## config.mk

```make
export PLATFORM = sky130hd
export DESIGN_NAME = mem_arbiter
export DESIGN_NICKNAME = d
export VERILOG_FILES = /design/src/rtl/mem_arbiter.sv
export SDC_FILE = /design/constraint.sdc
export NUM_CORES = 1
export LEC_CHECK = 0
export BUFFER_PORTS_ARGS = -buffer_cell sky130_fd_sc_hd__buf_4
export CAP_MARGIN = 20
export CORE_ASPECT_RATIO = 0.8
export CORE_MARGIN = 3
export CORE_UTILIZATION = 53
export CTS_CLUSTER_SIZE = 12
export DETAILED_ROUTE_END_ITERATION = 10
export PLACE_DENSITY_LB_ADDON = 0.2
export SLEW_MARGIN = 20
export SYNTH_ARGS = -nofsm -noshare
export SYNTH_HDL_FRONTEND = slang
export SYNTH_SLANG_ARGS = --single-unit
```

## constraint.sdc

```tcl
create_clock -name clk -period 4.2 [get_ports clk]
set_input_delay 0.84 -clock clk [delete_from_list [all_inputs] [get_ports clk]]
set_output_delay 0.84 -clock clk [all_outputs]
set_load 0.01 [all_outputs]
```

## src/rtl/mem_arbiter.sv

```systemverilog
// Byte-serial RAM port arbiter: shares one 8-bit RAM port between instruction fetch and the
// MEM stage, sequencing little-endian bursts and returning assembled words with done pulses.
module mem_arbiter #(
   parameter int unsigned ADDR_W = 32,
   parameter logic [1:0]  IO_SEL = 2'b11
) (
   input  logic              clk,
   input  logic              rst,
   input  logic              if_req,
   input  logic [ADDR_W-1:0] if_addr,
   input  logic              if_flush,
   output logic              if_done,
   output logic [31:0]       if_rdata,
   input  logic              mem_req,
   input  logic              mem_we,
   input  logic [1:0]        mem_size,
   input  logic [ADDR_W-1:0] mem_addr,
   input  logic [31:0]       mem_wdata,
   output logic              mem_done,
   output logic [31:0]       mem_rdata,
   output logic              mem_busy,
   input  logic [7:0]        ram_din,
   input  logic              io_buffer_full,
   output logic [ADDR_W-1:0] ram_a,
   output logic [7:0]        ram_dout,
   output logic              ram_wr
);

   localparam logic [1:0] StIdle   = 2'd0;
   localparam logic [1:0] StRd     = 2'd1;
   localparam logic [1:0] StWr     = 2'd2;
   localparam logic [1:0] StIoWait = 2'd3;

   logic [1:0]        state_q, state_d;
   logic              is_mem_q, is_mem_d;
   logic              we_q, we_d;
   logic [2:0]        n_q, n_d;
   logic [2:0]        cnt_q, cnt_d;
   logic [ADDR_W-1:0] base_q, base_d;
   logic [31:0]       wdata_q, wdata_d;
   logic [31:0]       buf_q, buf_d;
   logic [31:0]       if_rdata_q, if_rdata_d;
   logic [31:0]       mem_rdata_q, mem_rdata_d;
   logic              if_done_q, if_done_d;
   logic              mem_done_q, mem_done_d;

   logic [ADDR_W-1:0] cur_a;
   logic [ADDR_W-1:0] nxt_a;
   logic [1:0]        cap_idx;
   logic              rd_addr_phase;

   function automatic logic is_io(input logic [ADDR_W-1:0] a);
      return a[17:16] == IO_SEL;
   endfunction

   assign cur_a = base_q + ADDR_W'(cnt_q);
   assign nxt_a = cur_a + ADDR_W'(1);
   // Byte returned this cycle was addressed one cycle earlier.
   assign cap_idx = cnt_q[1:0] - 2'd1;
   assign rd_addr_phase = (state_q == StRd) && (cnt_q < n_q);

   always_comb begin
      state_d     = state_q;
      is_mem_d    = is_mem_q;
      we_d        = we_q;
      n_d         = n_q;
      cnt_d       = cnt_q;
      base_d      = base_q;
      wdata_d     = wdata_q;
      buf_d       = buf_q;
      if_rdata_d  = if_rdata_q;
      mem_rdata_d = mem_rdata_q;
      if_done_d   = 1'b0;
      mem_done_d  = 1'b0;
      unique case (state_q)
         StIdle: begin
            cnt_d = '0;
            buf_d = '0;
            // A requester still sees its done pulse this cycle; do not re-grant it.
            if (mem_req && !mem_done_q) begin
               is_mem_d = 1'b1;
               we_d     = mem_we;
               base_d   = mem_addr;
               wdata_d  = mem_wdata;
               n_d      = (mem_size == 2'b00) ? 3'd1 : (mem_size == 2'b01) ? 3'd2 : 3'd4;
               if (!mem_we)                               state_d = StRd;
               else if (is_io(mem_addr) && io_buffer_full) state_d = StIoWait;
               else                                       state_d = StWr;
            end else if (if_req && !if_flush && !if_done_q) begin
               is_mem_d = 1'b0;
               we_d     = 1'b0;
               base_d   = if_addr;
               wdata_d  = '0;
               n_d      = 3'd4;
               state_d  = StRd;
            end
         end
         StRd: begin
            if (cnt_q != 3'd0) buf_d[{cap_idx, 3'b000} +: 8] = ram_din;
            if (!is_mem_q && if_flush) begin
               state_d = StIdle;
            end else if (cnt_q == n_q) begin
               state_d = StIdle;
               if (is_mem_q) begin
                  mem_rdata_d = buf_d;
                  mem_done_d  = 1'b1;
               end else begin
                  if_rdata_d = buf_d;
                  if_done_d  = 1'b1;
               end
            end else begin
               cnt_d = cnt_q + 3'd1;
            end
         end
         StWr: begin
            if (cnt_q == n_q - 3'd1) begin
               state_d    = StIdle;
               mem_done_d = 1'b1;
            end else begin
               cnt_d   = cnt_q + 3'd1;
               state_d = (is_io(nxt_a) && io_buffer_full) ? StIoWait : StWr;
            end
         end
         StIoWait: begin
            if (!io_buffer_full) state_d = StWr;
         end
      endcase
   end

   always_ff @(posedge clk or negedge rst) begin
      if (!rst) begin
         state_q     <= StIdle;
         is_mem_q    <= 1'b0;
         we_q        <= 1'b0;
         n_q         <= '0;
         cnt_q       <= '0;
         base_q      <= '0;
         wdata_q     <= '0;
         buf_q       <= '0;
         if_rdata_q  <= '0;
         mem_rdata_q <= '0;
         if_done_q   <= 1'b0;
         mem_done_q  <= 1'b0;
      end else begin
         state_q     <= state_d;
         is_mem_q    <= is_mem_d;
         we_q        <= we_d;
         n_q         <= n_d;
         cnt_q       <= cnt_d;
         base_q      <= base_d;
         wdata_q     <= wdata_d;
         buf_q       <= buf_d;
         if_rdata_q  <= if_rdata_d;
         mem_rdata_q <= mem_rdata_d;
         if_done_q   <= if_done_d;
         mem_done_q  <= mem_done_d;
      end
   end

   assign ram_a     = (rd_addr_phase || state_q == StWr || state_q == StIoWait) ? cur_a : '0;
   assign ram_wr    = (state_q == StWr);
   assign ram_dout  = (state_q == StWr) ? wdata_q[{cnt_q[1:0], 3'b000} +: 8] : 8'h00;
   assign if_done   = if_done_q & ~if_flush;
   assign if_rdata  = if_rdata_q;
   assign mem_done  = mem_done_q;
   assign mem_rdata = mem_rdata_q;
   assign mem_busy  = ((state_q != StIdle) && is_mem_q) || mem_done_q;

endmodule

```

==> flow_summary.yaml <==
outcome:
  outcome: "finished clean"
sta:
  drv_slew: 0
  fmax_mhz: 253
  period_needed_ps: 3950
  worstMarginPinSlew_ps: 1060
  final.setup.tns_ps: 0
  fin_ws_ps: 251
  clock_skew_ps: 11.9
  maxSlewHeadroom_pct: 29.2
  fin_hold_ws_ps: 440
  finalSetupViolations: 0
  finalHoldViolCount: 0
  period_share_pct: 94.0
  rsz0062_at_grt: "no"
placement:
  pre_cts_ws_ps: 707
  place_congestion: 0.858
  post-dp-hpwl_um: 15400
  port_buffers: 220
floorplanning:
  die_w_um: 147
  core_area_um2: 15300
  start_util_pct: 54.9
  io_pins: 221
  fp.dieArea_um2: 17400
  die_h_um: 118
  rows: 40
clock_network:
  clockBufferDepth: 2
  hold_buffers: 0
  cts_tree: "yes"
  cts_inserted_buffers: 17
  cts.repair.resized: 0
  cts-root-buf: "clkbuf_16"
  post_cts_buffers: 0
  clk_latency_ps: 430
  clock_sinks: 171
  clk_pin_slew_ps: 70
  cts.htree.levels: 4
logic_synthesis:
  synth_most_common_cell: "dfrtp_1"
  synth_top_flop_cell: "dfrtp_1"
  synth_area_leaders: "dfrtp_1, o21ai_0, nor2_1, nand2_1, mux2i_1"
  synth.cell_area_um2: 8370
  seq_area_frac_synth_pct: 51.1
  synth.distinct_cells: 57
  syn_nets: 970
  synthArstFlopShare_pct: 100
  synth_enable_flop_cells: 0
  syn-mean-instance-area_um2: 9.98
  syn_inst: 839
  ys_ff_latch: 171
  synth_common_cells: "dfrtp_1, nor2_1, nand2_1"
  synth.largest_area_cell: "dfrtp_1"
  yosysWarnings: 0
  yosysTopAreaCellShare_pct: 51.1
setup_path:
  path_class: "reg2out"
  cp-start-kind: "register"
  crit_path_top_delay_cell: "fa_1"
  cp.arrival_ps: 3110
  critPathMaxFanout: 7
  crit_buf_inv: 2
  end_kind: "output port"
  worstReg2RegStart: "cnt_q[0]"
  required_ps: 3360
  reg2regPathDepth: 9
  rr_endpoint: "buf_q[15]"
  path_cells: "ha_1, inv_1, fa_1, and2b_1, o211ai_4, nor2_1, nand4_1, or3_1, a21oi_1, buf_4"
  reg2reg_slack_ps: 1340
  cpPeakStageDelay_ps: 430
  crit_family: "simple AND/OR/NAND/NOR gates"
pwr:
  internal_power_mw: 4.75
  switching_share_pct: 39.1
  power_density_nw_per_um2: 723
  p_seq_share_pct: 36.0
  clockPowerShare_pct: 20.3
  vdd_ir_drop_max_uv: 405
  p_switching_mw: 3.06
  p_leak_nw: 5.14
  p_comb_share_pct: 43.7
hold_path:
  hold_class: "in2async"
global_route:
  grt_max_degree: 91
  grt_overflow: 0
  grt_util_all_layers_pct: 25.5
  grt_pass1_vias: 6909
  grt_pass1_wl_um: 35700
  antenna_found_initial: 0
drt:
  drcViolationCount: 0
  via_per_inst: 5.60
  drt_iter0_drc: 550
  routedWlPerCell_um: 17.2
  dr_total_vias: 7051
  first_pass_iters: 5
  ant_nets: 0
  wl_um: 21700
flow_run:
  drv_cap: 0
final_layout:
  area_growth_syn_to_layout_pct: 29.0
  antenna_cells: 0
  nNetsFinal: 1166
  drive_gt1_share_pct: 30.2
==> power groups by stage <==
stage / Combinational (mW) / Clock (mW) / Sequential, mW
after floorplan: 1.93 / 0 / 2.81
after global placement: 3.35 / 0 / 2.80
after global routing: 3.79 / 1.67 / 2.90
after CTS: 3.44 / 1.61 / 2.80
after detailed placement: 3.43 / 0 / 2.82
final: 3.41 / 1.59 / 2.81
==> how the worst max path moves through the flow <==
stage / start / slack [ps] / cells after the start / to
final: cnt_q[0] / 250 / 10 / ram_a[30]
after global routing: cnt_q[1] / 40 / 9 / ram_a[30]
after CTS: cnt_q[0] / 240 / 10 / ram_a[30]
after detailed placement: cnt_q[0] / 710 / 10 / ram_a[28]
after global placement: cnt_q[0] / 830 / 10 / ram_a[30]
after floorplan: cnt_q[1] / 590 / 9 / ram_a[26]
==> logic make-up after synthesis <==
family | after synthesis | synth area share (%)
xor+xnor | 25 | 2.62
simple gates | 264 | 14.6
fa+ha+maj | 18 | 2.78
flops | 171 | 51.1
mux | 40 | 5.98
buf+inv | 76 | 3.60
compound gates | 245 | 19.3
==> placed cells by master (no fill, tap or decap), types with 3 or more instances in the layout <==
master | synthesis | final
mux4_2 | 8 | 8
nor2b_1 | 6 | 5
nand2_1 | 90 | 90
inv_6 | 0 | 4
clkbuf_16 | 0 | 17
nor4_1 | 3 | 3
a31o_2 | 30 | 30
nand2b_1 | 6 | 5
buf_4 | 1 | 231
dfrtp_1 | 171 | 171
nor3b_1 | 3 | 3
xnor2_1 | 10 | 10
inv_1 | 19 | 19
and3_1 | 7 | 7
a22oi_1 | 32 | 32
nor2_1 | 96 | 96
ha_1 | 17 | 17
o21ai_0 | 82 | 82
or3_1 | 7 | 7
a21oi_1 | 48 | 48
xor2_1 | 15 | 15
nand4_1 | 6 | 6
nand3_1 | 12 | 11
a22o_1 | 33 | 33
mux2i_1 | 32 | 32
and2_1 | 11 | 11
a21o_1 | 3 | 3
==> registers in the layout (all words and copies together), names as in the netlist <==
| register | flops |
|---|---|
| if_rdata | 32 |
| mem_done | 1 |
| n_q | 3 |
| state_q | 2 |
| mem_rdata | 32 |
| base_q | 32 |
| is_mem_q | 1 |
| wdata_q | 32 |
| if_done_q | 1 |
| cnt_q | 3 |
| buf_q | 32 |
==> area by class of cell <==
type / instances / area (µm²)
inverter: 20 / 75.1
timing repair buffer: 233 / 1770
sequential: 171 / 4280
clock inverter: 13 / 155
tap: 210 / 263
multi-input combinational: 592 / 3830
fill: 1187 / 4460
clock buffer: 19 / 433
==> routing by layer <==
layer / global-route usage, % / routed length [µm]
met1: 37.3 / 10100
met3: 6.75 / 1550
met5: 0 / 0
met4: 5.99 / 257
met2: 38.5 / 9760
==> through the flow <==
stage / power, mW / instance area [µm²] / util, % / std cells
2_1_floorplan: 4.75 / 8370 / - / 839
3_3_place_gp: 6.15 / 10200 / 66.9 / 1226
3_5_place_dp: 6.25 / 10200 / 66.9 / 1226
4_1_cts: 7.86 / 10800 / 70.8 / 1258
5_1_grt: 8.37 / 10800 / 70.8 / 1258
6_report: 7.81 / 10800 / 70.8 / 1258
Note: power is estimated with default switching activity, not from simulation.
